--- config.mk ---
export PLATFORM = sky130hd
export DESIGN_NAME = trig_pattern_detect
export DESIGN_NICKNAME = d
export VERILOG_FILES = /design/src/rtl/trig_pkg.sv /design/src/rtl/trig_stage_match.sv /design/src/rtl/trig_pattern_detect.sv
export SDC_FILE = /design/constraint.sdc
export NUM_CORES = 1
export LEC_CHECK = 0
export ABC_CLOCK_PERIOD_IN_PS = 3500
export BUFFER_PORTS_ARGS = -buffer_cell sky130_fd_sc_hd__buf_2
export CORE_MARGIN = 10
export CORE_UTILIZATION = 64
export DETAILED_ROUTE_END_ITERATION = 6
export PLACE_DENSITY = 0.92
export SETUP_SLACK_MARGIN = 0.15
export SLEW_MARGIN = 30
export SYNTH_ARGS = -nofsm -noshare
export SYNTH_HDL_FRONTEND = slang
export SYNTH_SLANG_ARGS = --single-unit
--- constraint.sdc ---
create_clock -name CLK -period 3.5 [get_ports CLK]
set_clock_uncertainty 0.05 [all_clocks]
set_input_delay 0 -clock CLK [delete_from_list [all_inputs] [get_ports CLK]]
set_output_delay 0 -clock CLK [all_outputs]
set_load 0.01 [all_outputs]
--- src/rtl/trig_pkg.sv ---
// Shared types and constants for the trigger pattern detector.
// Contents: FSM state enum, config register offsets, channel/stage limits.
package trig_pkg;

    localparam int unsigned MAX_CH     = 8;
    localparam int unsigned MAX_STAGES = 4;
    localparam int unsigned CFG_W      = 8;
    localparam int unsigned STAGE_W    = 2;
    localparam int unsigned CNT_W      = 8;

    // Per-stage config register offsets (cfg_addr[1:0])
    localparam logic [1:0] REG_LVL  = 2'd0;
    localparam logic [1:0] REG_VAL  = 2'd1;
    localparam logic [1:0] REG_EDGE = 2'd2;
    localparam logic [1:0] REG_CNT  = 2'd3;

    typedef enum logic [2:0] {
        IDLE   = 3'd0,
        SETTLE = 3'd1,
        WAIT   = 3'd2,
        FIRE   = 3'd3,
        DONE   = 3'd4
    } trig_state_e;

endpackage

--- src/rtl/trig_stage_match.sv ---
// One sequence stage: its config registers and the combinational level/edge
// match on the sampled probe history.
// Optional feature macro: TRIG_COUNT_EN (adds the occurrence-count register).
// Ports:
//   clk, rst_n          clock, synchronous active-low reset
//   cfg_we/addr/data    config write port shared by all stages
//   d1, d2              current and previous probe samples
//   cnt_cfg             occurrence count register (TRIG_COUNT_EN only)
//   match_c             combinational stage match
module trig_stage_match
    import trig_pkg::*;
#(
    parameter int unsigned CH        = 8,
    parameter int unsigned STAGE_IDX = 0
) (
    input  logic                clk,
    input  logic                rst_n,
    input  logic                cfg_we,
    input  logic [3:0]          cfg_addr,
    input  logic [CFG_W-1:0]    cfg_data,
    input  logic [CH-1:0]       d1,
    input  logic [CH-1:0]       d2,
`ifdef TRIG_COUNT_EN
    output logic [CNT_W-1:0]    cnt_cfg,
`endif
    output logic                match_c
);

    logic [CH-1:0] lvl_mask_q, lvl_mask_d;
    logic [CH-1:0] value_q, value_d;
    logic [CH-1:0] edge_mask_q, edge_mask_d;
`ifdef TRIG_COUNT_EN
    logic [CNT_W-1:0] cnt_q, cnt_d;
`endif

    logic          sel_c;
    logic [CH-1:0] edge_hit_c;
    logic          lvl_ok_c;
    logic          edge_ok_c;

    assign sel_c = cfg_we && (cfg_addr[3:2] == STAGE_W'(STAGE_IDX));

    // Register write decode
    always_comb begin
        lvl_mask_d  = lvl_mask_q;
        value_d     = value_q;
        edge_mask_d = edge_mask_q;
`ifdef TRIG_COUNT_EN
        cnt_d       = cnt_q;
`endif
        if (sel_c) begin
            case (cfg_addr[1:0])
                REG_LVL:  lvl_mask_d  = cfg_data[CH-1:0];
                REG_VAL:  value_d     = cfg_data[CH-1:0];
                REG_EDGE: edge_mask_d = cfg_data[CH-1:0];
                default: begin
`ifdef TRIG_COUNT_EN
                    cnt_d = cfg_data;
`endif
                end
            endcase
        end
    end

    always_ff @(posedge clk) begin
        if (!rst_n) begin
            lvl_mask_q  <= '0;
            value_q     <= '0;
            edge_mask_q <= '0;
`ifdef TRIG_COUNT_EN
            cnt_q       <= '0;
`endif
        end else begin
            lvl_mask_q  <= lvl_mask_d;
            value_q     <= value_d;
            edge_mask_q <= edge_mask_d;
`ifdef TRIG_COUNT_EN
            cnt_q       <= cnt_d;
`endif
        end
    end

    // value bit picks the edge direction: 1 = rising, 0 = falling
    assign edge_hit_c = (value_q & d1 & ~d2) | (~value_q & ~d1 & d2);
    assign lvl_ok_c   = ((d1 ^ value_q) & lvl_mask_q) == '0;
    assign edge_ok_c  = (edge_mask_q == '0) || ((edge_mask_q & edge_hit_c) != '0);
    assign match_c    = lvl_ok_c && edge_ok_c;

`ifdef TRIG_COUNT_EN
    assign cnt_cfg = cnt_q;
`endif

endmodule

--- src/rtl/trig_pattern_detect.sv ---
// Trigger source for the capture path: samples the probes, runs an armed
// multi-stage level/edge sequence and emits a one-cycle trig_out pulse.
// Optional feature macro: TRIG_COUNT_EN (per-stage occurrence counting).
// Ports:
//   CLK, nRST   clock, synchronous active-low reset
//   Din         probe channels (already synchronous)
//   ENTrig      arm level; 0 aborts to IDLE
//   cfg_we/addr/data  config write, addr = {stage, reg}
//   trig_out    one-cycle trigger pulse (registered)
//   armed       searching (SETTLE/WAIT), registered
//   stage       stage being searched, 0 outside WAIT, registered
module trig_pattern_detect
    import trig_pkg::*;
#(
    parameter int unsigned CH     = 8,
    parameter int unsigned STAGES = 2
) (
    input  logic             CLK,
    input  logic             nRST,
    input  logic [CH-1:0]    Din,
    input  logic             ENTrig,
    input  logic             cfg_we,
    input  logic [3:0]       cfg_addr,
    input  logic [CFG_W-1:0] cfg_data,
    output logic             trig_out,
    output logic             armed,
    output logic [1:0]       stage
);

    localparam logic [STAGE_W-1:0] LAST_STAGE = STAGE_W'(STAGES - 1);

    logic [CH-1:0]        d1_q, d2_q;
    trig_state_e          state_q, state_d;
    logic [STAGE_W-1:0]   stage_idx_q, stage_idx_d;
    logic                 settle_q, settle_d;
    logic                 trig_q, trig_d;
    logic                 armed_q, armed_d;
    logic [STAGE_W-1:0]   stage_out_q, stage_out_d;
`ifdef TRIG_COUNT_EN
    logic [CNT_W-1:0]     hit_cnt_q, hit_cnt_d;
    logic [CNT_W-1:0]     cnt_cfg_c [MAX_STAGES];
`endif

    logic [MAX_STAGES-1:0] match_vec_c;
    logic                  match_c;
    logic                  adv_c;

    // Stage instances; absent stages never match and never accept writes
    for (genvar g = 0; g < MAX_STAGES; g++) begin : g_stage
        if (g < STAGES) begin : g_on
            trig_stage_match #(
                .CH        (CH),
                .STAGE_IDX (g)
            ) u_stage (
                .clk      (CLK),
                .rst_n    (nRST),
                .cfg_we   (cfg_we),
                .cfg_addr (cfg_addr),
                .cfg_data (cfg_data),
                .d1       (d1_q),
                .d2       (d2_q),
`ifdef TRIG_COUNT_EN
                .cnt_cfg  (cnt_cfg_c[g]),
`endif
                .match_c  (match_vec_c[g])
            );
        end else begin : g_off
            assign match_vec_c[g] = 1'b0;
`ifdef TRIG_COUNT_EN
            assign cnt_cfg_c[g] = '0;
`endif
        end
    end

    assign match_c = match_vec_c[stage_idx_q];

    // Advance on the first match, or on the (count+1)-th with counting enabled
`ifdef TRIG_COUNT_EN
    assign adv_c = match_c && (hit_cnt_q == cnt_cfg_c[stage_idx_q]);
`else
    assign adv_c = match_c;
`endif

    // Next state and registered-output decode
    always_comb begin
        state_d     = state_q;
        stage_idx_d = stage_idx_q;
        settle_d    = settle_q;
`ifdef TRIG_COUNT_EN
        hit_cnt_d   = hit_cnt_q;
`endif
        case (state_q)
            IDLE: begin
                if (ENTrig) begin
                    state_d  = SETTLE;
                    settle_d = 1'b0;
                end
            end
            SETTLE: begin
                // Two cycles let d1/d2 fill with live samples
                if (settle_q) begin
                    state_d     = WAIT;
                    stage_idx_d = '0;
`ifdef TRIG_COUNT_EN
                    hit_cnt_d   = '0;
`endif
                end else begin
                    settle_d = 1'b1;
                end
            end
            WAIT: begin
                if (adv_c) begin
`ifdef TRIG_COUNT_EN
                    hit_cnt_d = '0;
`endif
                    if (stage_idx_q == LAST_STAGE) begin
                        state_d = FIRE;
                    end else begin
                        stage_idx_d = stage_idx_q + STAGE_W'(1);
                    end
                end
`ifdef TRIG_COUNT_EN
                else if (match_c) begin
                    hit_cnt_d = hit_cnt_q + CNT_W'(1);
                end
`endif
            end
            FIRE:    state_d = DONE;
            DONE:    state_d = DONE;
            default: state_d = IDLE;
        endcase

        // Disarm overrides everything, including a pending FIRE
        if (!ENTrig) begin
            state_d     = IDLE;
            stage_idx_d = '0;
            settle_d    = 1'b0;
`ifdef TRIG_COUNT_EN
            hit_cnt_d   = '0;
`endif
        end

        trig_d      = (state_d == FIRE);
        armed_d     = (state_d == SETTLE) || (state_d == WAIT);
        stage_out_d = (state_d == WAIT) ? stage_idx_d : '0;
    end

    always_ff @(posedge CLK) begin
        if (!nRST) begin
            d1_q        <= '0;
            d2_q        <= '0;
            state_q     <= IDLE;
            stage_idx_q <= '0;
            settle_q    <= 1'b0;
            trig_q      <= 1'b0;
            armed_q     <= 1'b0;
            stage_out_q <= '0;
`ifdef TRIG_COUNT_EN
            hit_cnt_q   <= '0;
`endif
        end else begin
            d1_q        <= Din;
            d2_q        <= d1_q;
            state_q     <= state_d;
            stage_idx_q <= stage_idx_d;
            settle_q    <= settle_d;
            trig_q      <= trig_d;
            armed_q     <= armed_d;
            stage_out_q <= stage_out_d;
`ifdef TRIG_COUNT_EN
            hit_cnt_q   <= hit_cnt_d;
`endif
        end
    end

    assign trig_out = trig_q;
    assign armed    = armed_q;
    assign stage    = stage_out_q;

endmodule

Yosys cells after proc, flatten, opt, wreduce, memory -nomap -nowiden

Cells that the tools add are included.

Add/subtract/negate cells: 1
Reductions and logical operators: 26
Mux-type cells: 13
Eq/ne operators: 11
$lt $le $gt $ge: 1
Bitwise logic cells: 20

Operators with widths:

| operator                                                                      | count |
|---|---|
| 8-bit bitwise AND                                                             | 12 |
| 8-bit logical NOT                                                             | 4 |
| 8-bit inverter                                                                | 4 |
| 8-bit OR                                                                      | 2 |
| 2-bit AND reduction                                                           | 8 |
| 8-bit nonzero test                                                            | 2 |
| 8-bit bitwise XOR                                                             | 2 |
| 3-bit by 2-bit == test with 1-bit output (second input constant)              | 4 |
| 3-bit 2-to-1 mux                                                              | 4 |
| 3-bit case mux with 4 select lines                                            | 1 |
| 2-bit 2-to-1 mux                                                              | 4 |
| 2-bit by 1-bit == test with 1-bit output (second input constant)              | 3 |
| 3-bit by 1-bit == test with 1-bit output (second input constant)              | 2 |
| 1-bit logical AND                                                             | 4 |
| 2-bit logical NOT                                                             | 2 |
| 2-bit case mux with 2 select lines                                            | 1 |
| 3-bit == test (second input constant)                                         | 1 |
| 3-bit logical NOT                                                             | 1 |
| 1-bit logical OR                                                              | 3 |
| 2-bit by 3-bit less-than comparator with 1-bit output (second input constant) | 1 |
| 2-bit by 1-bit adder with 2-bit output (second input constant)                | 1 |
| 1-bit binary-select mux with 2-bit select                                     | 1 |
| 2-bit == test (second input constant)                                         | 1 |
| 1-bit case mux with 2 select lines                                            | 1 |
| other kinds (3)                                                               | 3 |

Input port bits: 24
Word-level logic and storage cells: 86
Output and inout port bits: 4
Bits in registers: 74

Longest topological paths before layout

Depth in word-level cells: 15
Mapped depth: 7
Gate-level depth less buffers: 7

Hierarchy

Synthesis repeated with hierarchy kept, for this count alone.

Cells, all modules: 340
Area, all modules: 3638.5 um^2

Modules (own cells, without submodules):

| module                                      | times used | area an instance (um^2) | cells each | seq. area each (um^2) |
|---|---|---|---|---|
| trig_stage_match at g_stage[0].g_on.u_stage | 1          | 1393.8                  | 132        | 480.5 |
| trig_stage_match at g_stage[1].g_on.u_stage | 1          | 1387.6                  | 132        | 480.5 |
| trig_pattern_detect                         | 1          | 857.1                   | 76         | 520.5 |

Worst setup path after synthesis

Ideal clock, no wire load.

Path type: register -> register
From: register d1_q[2]
To: register state_q[0]
Library setup time: 124 ps
Path slack: 1772 ps
Stages on the path, launching flop included: 8
Arrival: 1554 ps
Clock period less this slack: 1728 ps
Data required time: 3326 ps
Path buffers: 0
Cell sequence: dfxtp_1 -> inv_1 -> ha_1 -> mux2_4 -> a222oi_1 -> nand4_1 -> a21boi_0 -> nor3_1

Word-level cells in the longest chain between the ends: 13
Elaborated cells between the ends (all ways): 30
Classes of those cells: mux: 5; bitwise: 17; reduce/logical: 8

Ends and longest elaborated chain:

| what                                        | line                       | RTL |
|---|---|---|
| start, declared                             | trig_pattern_detect.sv:32  | `logic [CH-1:0] d1_q, d2_q;` |
| start signal, assigned                      | trig_pattern_detect.sv:162 | `d1_q <= Din;` |
| 8-bit inverter                              | trig_stage_match.sv:84     | `assign edge_hit_c = (value_q & d1 & ~d2) \| (~value_q & ~d1 & d2);` |
| 8-bit bitwise AND (2 in series)             | trig_stage_match.sv:84     |  |
| 8-bit OR                                    | trig_stage_match.sv:84     |  |
| 8-bit bitwise AND                           | trig_stage_match.sv:86     | `assign edge_ok_c = (edge_mask_q == '0) \|\| ((edge_mask_q & edge_hit_c) != '0);` |
| 8-bit nonzero test                          | trig_stage_match.sv:86     |  |
| 1-bit logical OR                            | trig_stage_match.sv:86     |  |
| 1-bit logical AND                           | trig_stage_match.sv:87     | `assign match_c = lvl_ok_c && edge_ok_c;` |
| 1-bit binary-select mux with 2-bit select * | trig_pattern_detect.sv:75  | `assign match_c = match_vec_c[stage_idx_q];` |
| 1-bit 2-to-1 mux (implied by the code) *    | trig_pattern_detect.sv:75  |  |
| 3-bit 2-to-1 mux *                          | trig_pattern_detect.sv:112 | `if (adv_c) begin` |
| 3-bit case mux with 4 select lines *        | trig_pattern_detect.sv:92  | `case (state_q)` |
| 3-bit 2-to-1 mux *                          | trig_pattern_detect.sv:134 | `if (!ENTrig) begin` |
| end signal, assigned                        | trig_pattern_detect.sv:164 | `state_q <= state_d;` |
| end, declared                               | trig_pattern_detect.sv:33  | `trig_state_e state_q, state_d;` |

Every way passes the cells marked *; elsewhere a longest branch is shown, timed or not. The select of a mux whose other input is x is not followed.
A chain may end at the register's enable or synchronous reset.

Worst setup path in the final report

Same ends and word-level chain as after synthesis.

==> qor.txt <==
RUN STATUS
-----------------------------------------------------------------------------------------------
Result of the run ................................................................    completed

STA
-----------------------------------------------------------------------------------------------
Final period util ................................................................        59.8%
Post-layout min period ...........................................................      2.09 ns
Setup ws final ...................................................................      1.41 ns
Final number of hold-violating endpoints .........................................            0
Final setup vio count ............................................................            0
Tightest slew margin relative to the limit .......................................        41.0%
Final setup TNS ..................................................................         0 ns
Worst slew pin tran ..............................................................     0.885 ns
Setup repair after global routing missed its margin ..............................           no
Number of pins with negative max-slew slack in the final report ..................            0
Maximum achievable frequency .....................................................      478 MHz
Worst-case hold slack ............................................................   0.00195 ns

POWER AND IR DROP
-----------------------------------------------------------------------------------------------
Cell-internal power ..............................................................    0.00135 W
Combinational Power Share ........................................................         7.2%
Sequential power share ...........................................................        50.3%
Static leakage ...................................................................      1.83 nW
Pwr Density ......................................................................  427 mW/mm^2
Switching component of the power .................................................   0.000393 W
Peak supply drop .................................................................     0.264 mV
Switching share of power .........................................................        22.6%
Part of the power in the clock network ...........................................        42.6%

MIN PATH
-----------------------------------------------------------------------------------------------
Startpoint of the lowest-slack hold path .........................................       ENTrig
Worst Hold End ...................................................................   state_q[2]
HP Class .........................................................................       in2reg
Worst hold path cell count .......................................................            3

GRT
-----------------------------------------------------------------------------------------------
Initial antenna violation count ..................................................            0
Largest net degree at the start of global routing ................................           66
Total global routing overflow ....................................................            0
Wire length of the first global-routing pass .....................................      13.1 mm
Total global routing track utilization ...........................................        19.2%
Vias in the first global route ...................................................         2634

WORST SETUP PATH
-----------------------------------------------------------------------------------------------
Critical path capture point type .................................................     register
Slowest cell on the critical path ................................................ sky130_fd_sc_hd__a222oi_1
Worst reg2reg path depth .........................................................            7
Crit-path max FO .................................................................            4
FF-to-FF setup slack .............................................................      1.41 ns
Stage delay of the slowest cell on the critical path .............................      0.42 ns
Capturing point of the worst reg2reg path ........................................   state_q[0]
Required time at the endpoint of the critical path ...............................      3.69 ns
Type of element launching the critical path ......................................     register
Data arrival, critical path ......................................................      2.28 ns
Classification of the worst setup path ...........................................      reg2reg
Cells along the critical path .................................................... inv_1 -> ha_1 -> mux2_4 -> a222oi_1 -> nand4_1 -> a21boi_0 -> nor3_1
Crit Reg-Reg Startpoint ..........................................................      d1_q[2]

PLACE
-----------------------------------------------------------------------------------------------
Number of cells in the design after placement ....................................          421
Detailed placer's ending HPWL ....................................................      5.25 mm
PortBufs .........................................................................           27
Final RePlAce weighted congestion ................................................        0.869
Place WS .........................................................................      1.57 ns

CTS
-----------------------------------------------------------------------------------------------
Sink Count .......................................................................           74
CTS tree .........................................................................         done
Clock Tree Root .................................................................. sky130_fd_sc_hd__clkbuf_8
Clock insertion delay at the later pin of the skew report ........................      0.35 ns
Post-CTS setup buffers ...........................................................            0
Clock input transition at the sequential cells of the worst setup and hold paths .      0.08 ns
Number of buffers inserted during clock tree synthesis ...........................            9
Buffers from clock root to sink, at most .........................................            2
Number of H-tree branching levels ................................................            3

SYNTH
-----------------------------------------------------------------------------------------------
Ys async rst share ...............................................................           0%
EDFF count, synth ................................................................            0
Most frequent cell after synthesis ............................................... sky130_fd_sc_hd__dfxtp_1
Distinct cell type count of the synthesized netlist ..............................           33
Average size of a mapped cell ....................................................    10.4 um^2
Synthesized cell area ............................................................ 0.00350 mm^2
Synth Net Count ..................................................................          391
Library cell with the largest summed area after synthesis ........................ sky130_fd_sc_hd__dfxtp_1
Portion of the post-synthesis area used by sequential elements ...................        42.4%
Biggest area contributors in the synthesized netlist ............................. sky130_fd_sc_hd__dfxtp_1, sky130_fd_sc_hd__mux2i_1, sky130_fd_sc_hd__ha_1
Synth top area share .............................................................        42.4%
Dominant register cell in the synthesized netlist ................................ sky130_fd_sc_hd__dfxtp_1
Warnings, synthesis ..............................................................            0
Number of instances in the synthesized netlist ...................................          335
FF+latch count, synth ............................................................           74
Post-synth top cells ............................................................. sky130_fd_sc_hd__dfxtp_1, sky130_fd_sc_hd__nor2b_1, sky130_fd_sc_hd__mux2i_1

DIE
-----------------------------------------------------------------------------------------------
Core Area ........................................................................ 0.00520 mm^2
Area enclosed by the die boundary ................................................ 0.00882 mm^2
Overall die height ...............................................................      93.9 um
Horizontal extent of the die .....................................................      93.9 um
I/O pin total ....................................................................           28
Row cnt ..........................................................................           26
Starting Density .................................................................        67.2%

DETAILED ROUTING
-----------------------------------------------------------------------------------------------
Drt via density ..................................................................         5.56
Residual DRC .....................................................................            0
Antenna violation net count after detailed routing ...............................            0
Violation count after the first detailed-routing iteration .......................          166
Aggregate routed wire length .....................................................      7.86 mm
WL/cell ..........................................................................      17.4 um
DR pass1 iterations ..............................................................            6
Total via count in the routed design .............................................         2520

FINISH
-----------------------------------------------------------------------------------------------
Number of inserted filler cells in the final layout ..............................          346
P&R area growth vs syn ...........................................................        16.3%
FF/Latch Area .................................................................... 0.00148 mm^2
Number of diodes added for antenna fixing ........................................            0
Number of nets at the end of the flow ............................................          434
Area of combinational cells with multiple inputs ................................. 0.00189 mm^2
Post-route core utilization ......................................................        78.1%
Layout cell share with drive strength beyond 1 ...................................        16.4%
Filler-free cell count of the finished design ....................................          453

RUN
-----------------------------------------------------------------------------------------------
Number of max-cap violations .....................................................            0

-- cells by family after synthesis --
kind of cell | count (synthesis) | synth area share [%]
AND/OR/NAND/NOR | 104 | 17.7
multiplexers | 65 | 19.3
adder cells (fa/ha/maj) | 32 | 11.4
buffers and inverters | 36 | 4.04
AO/OA/AOI/OAI | 24 | 5.08
flip-flops | 74 | 42.4
-- layout make-up --
class,count,area share [%]
clock buffers,12,3.57
clock inverters,4,1.85
inverters,24,2.21
multi-input cells,225,46.4
flip-flops and latches,74,36.4
well taps,70,2.15
repair buffers,44,7.44
-- metal layers --
metal	GRT usage, %	up-vias	routed length, um
li1	-	1219	-
met1	22.4	1221	3340
met2	31.2	67	3840
met3	5.92	13	550
met4	8.99	0	131
met5	0	-	0
-- layout by cell type (no fill, tap or decap), types with 3 or more instances in the layout --
| cell | n |
|---|---|
| sky130_fd_sc_hd__nor2b_1 | 50 |
| sky130_fd_sc_hd__mux2_2 | 16 |
| sky130_fd_sc_hd__nand2_1 | 9 |
| sky130_fd_sc_hd__and2_1 | 16 |
| sky130_fd_sc_hd__o21ai_0 | 3 |
| sky130_fd_sc_hd__inv_1 | 24 |
| sky130_fd_sc_hd__buf_2 | 27 |
| sky130_fd_sc_hd__dlygate4sd3_1 | 16 |
| sky130_fd_sc_hd__a22oi_1 | 10 |
| sky130_fd_sc_hd__nor2_1 | 8 |
| sky130_fd_sc_hd__mux2i_1 | 48 |
| sky130_fd_sc_hd__dfxtp_1 | 74 |
| sky130_fd_sc_hd__nor4_1 | 4 |
| sky130_fd_sc_hd__nand3b_1 | 4 |
| sky130_fd_sc_hd__clkbuf_8 | 10 |
| sky130_fd_sc_hd__a21oi_1 | 3 |
| sky130_fd_sc_hd__a222oi_1 | 3 |
| sky130_fd_sc_hd__ha_1 | 32 |
-- power groups by stage --
stage	logic, W	registers, W	clock network (W)
after floorplan	0.0000676	0.000889	0
after global placement	0.000105	0.000892	0
after detailed placement	0.000108	0.000893	0
after CTS	0.000124	0.000874	0.000741
after global routing	0.000138	0.000876	0.000789
final	0.000125	0.000874	0.000740
-- worst max path at each step --
stage / startpoint / endpoint / slack [ns] / cells past startpoint
finish: d1_q[2] / state_q[0] / 1.41 / 7
global route: d1_q[2] / state_q[0] / 1.29 / 7
CTS: d1_q[3] / armed / 1.48 / 7
detailed placement: d1_q[3] / armed / 1.57 / 7
global placement: d1_q[3] / state_q[0] / 1.67 / 7
floorplan: d1_q[2] / state_q[0] / 1.77 / 7
-- repair_timing --
item,4_1_cts,5_1_grt
gates resized for setup,0,0
hold buffers,16,0
endpoints found under the hold margin,53,0
-- state kept, by name (all words and copies together), names as in the netlist --
signal,flops
g_stage.g_on.u_stage.lvl_mask_q,16
settle_q,1
g_stage.g_on.u_stage.edge_mask_q,16
armed,1
trig_out,1
g_stage.g_on.u_stage.value_q,16
state_q,3
d1_q,8
stage_idx_q,2
stage,2
d2_q,8
-- through the flow --
stage	power, W	area, um^2
2_1_floorplan	0.000957	3500
3_3_place_gp	0.000996	3680
3_5_place_dp	0.00100	3690
4_1_cts	0.00174	4070
5_1_grt	0.00180	4070
6_report	0.00174	4070
-- critical path: cells and delay by family (launching register included) --
family	cells	cell delay, ns
AO/OA/AOI/OAI	2	0.74
AND/OR/NAND/NOR	2	0.26
flip-flops	1	0.38
multiplexers	1	0.27
buffers and inverters	1	0.08
adder cells (fa/ha/maj)	1	0.19
No activity file was read; power rests on OpenSTA's default activity.
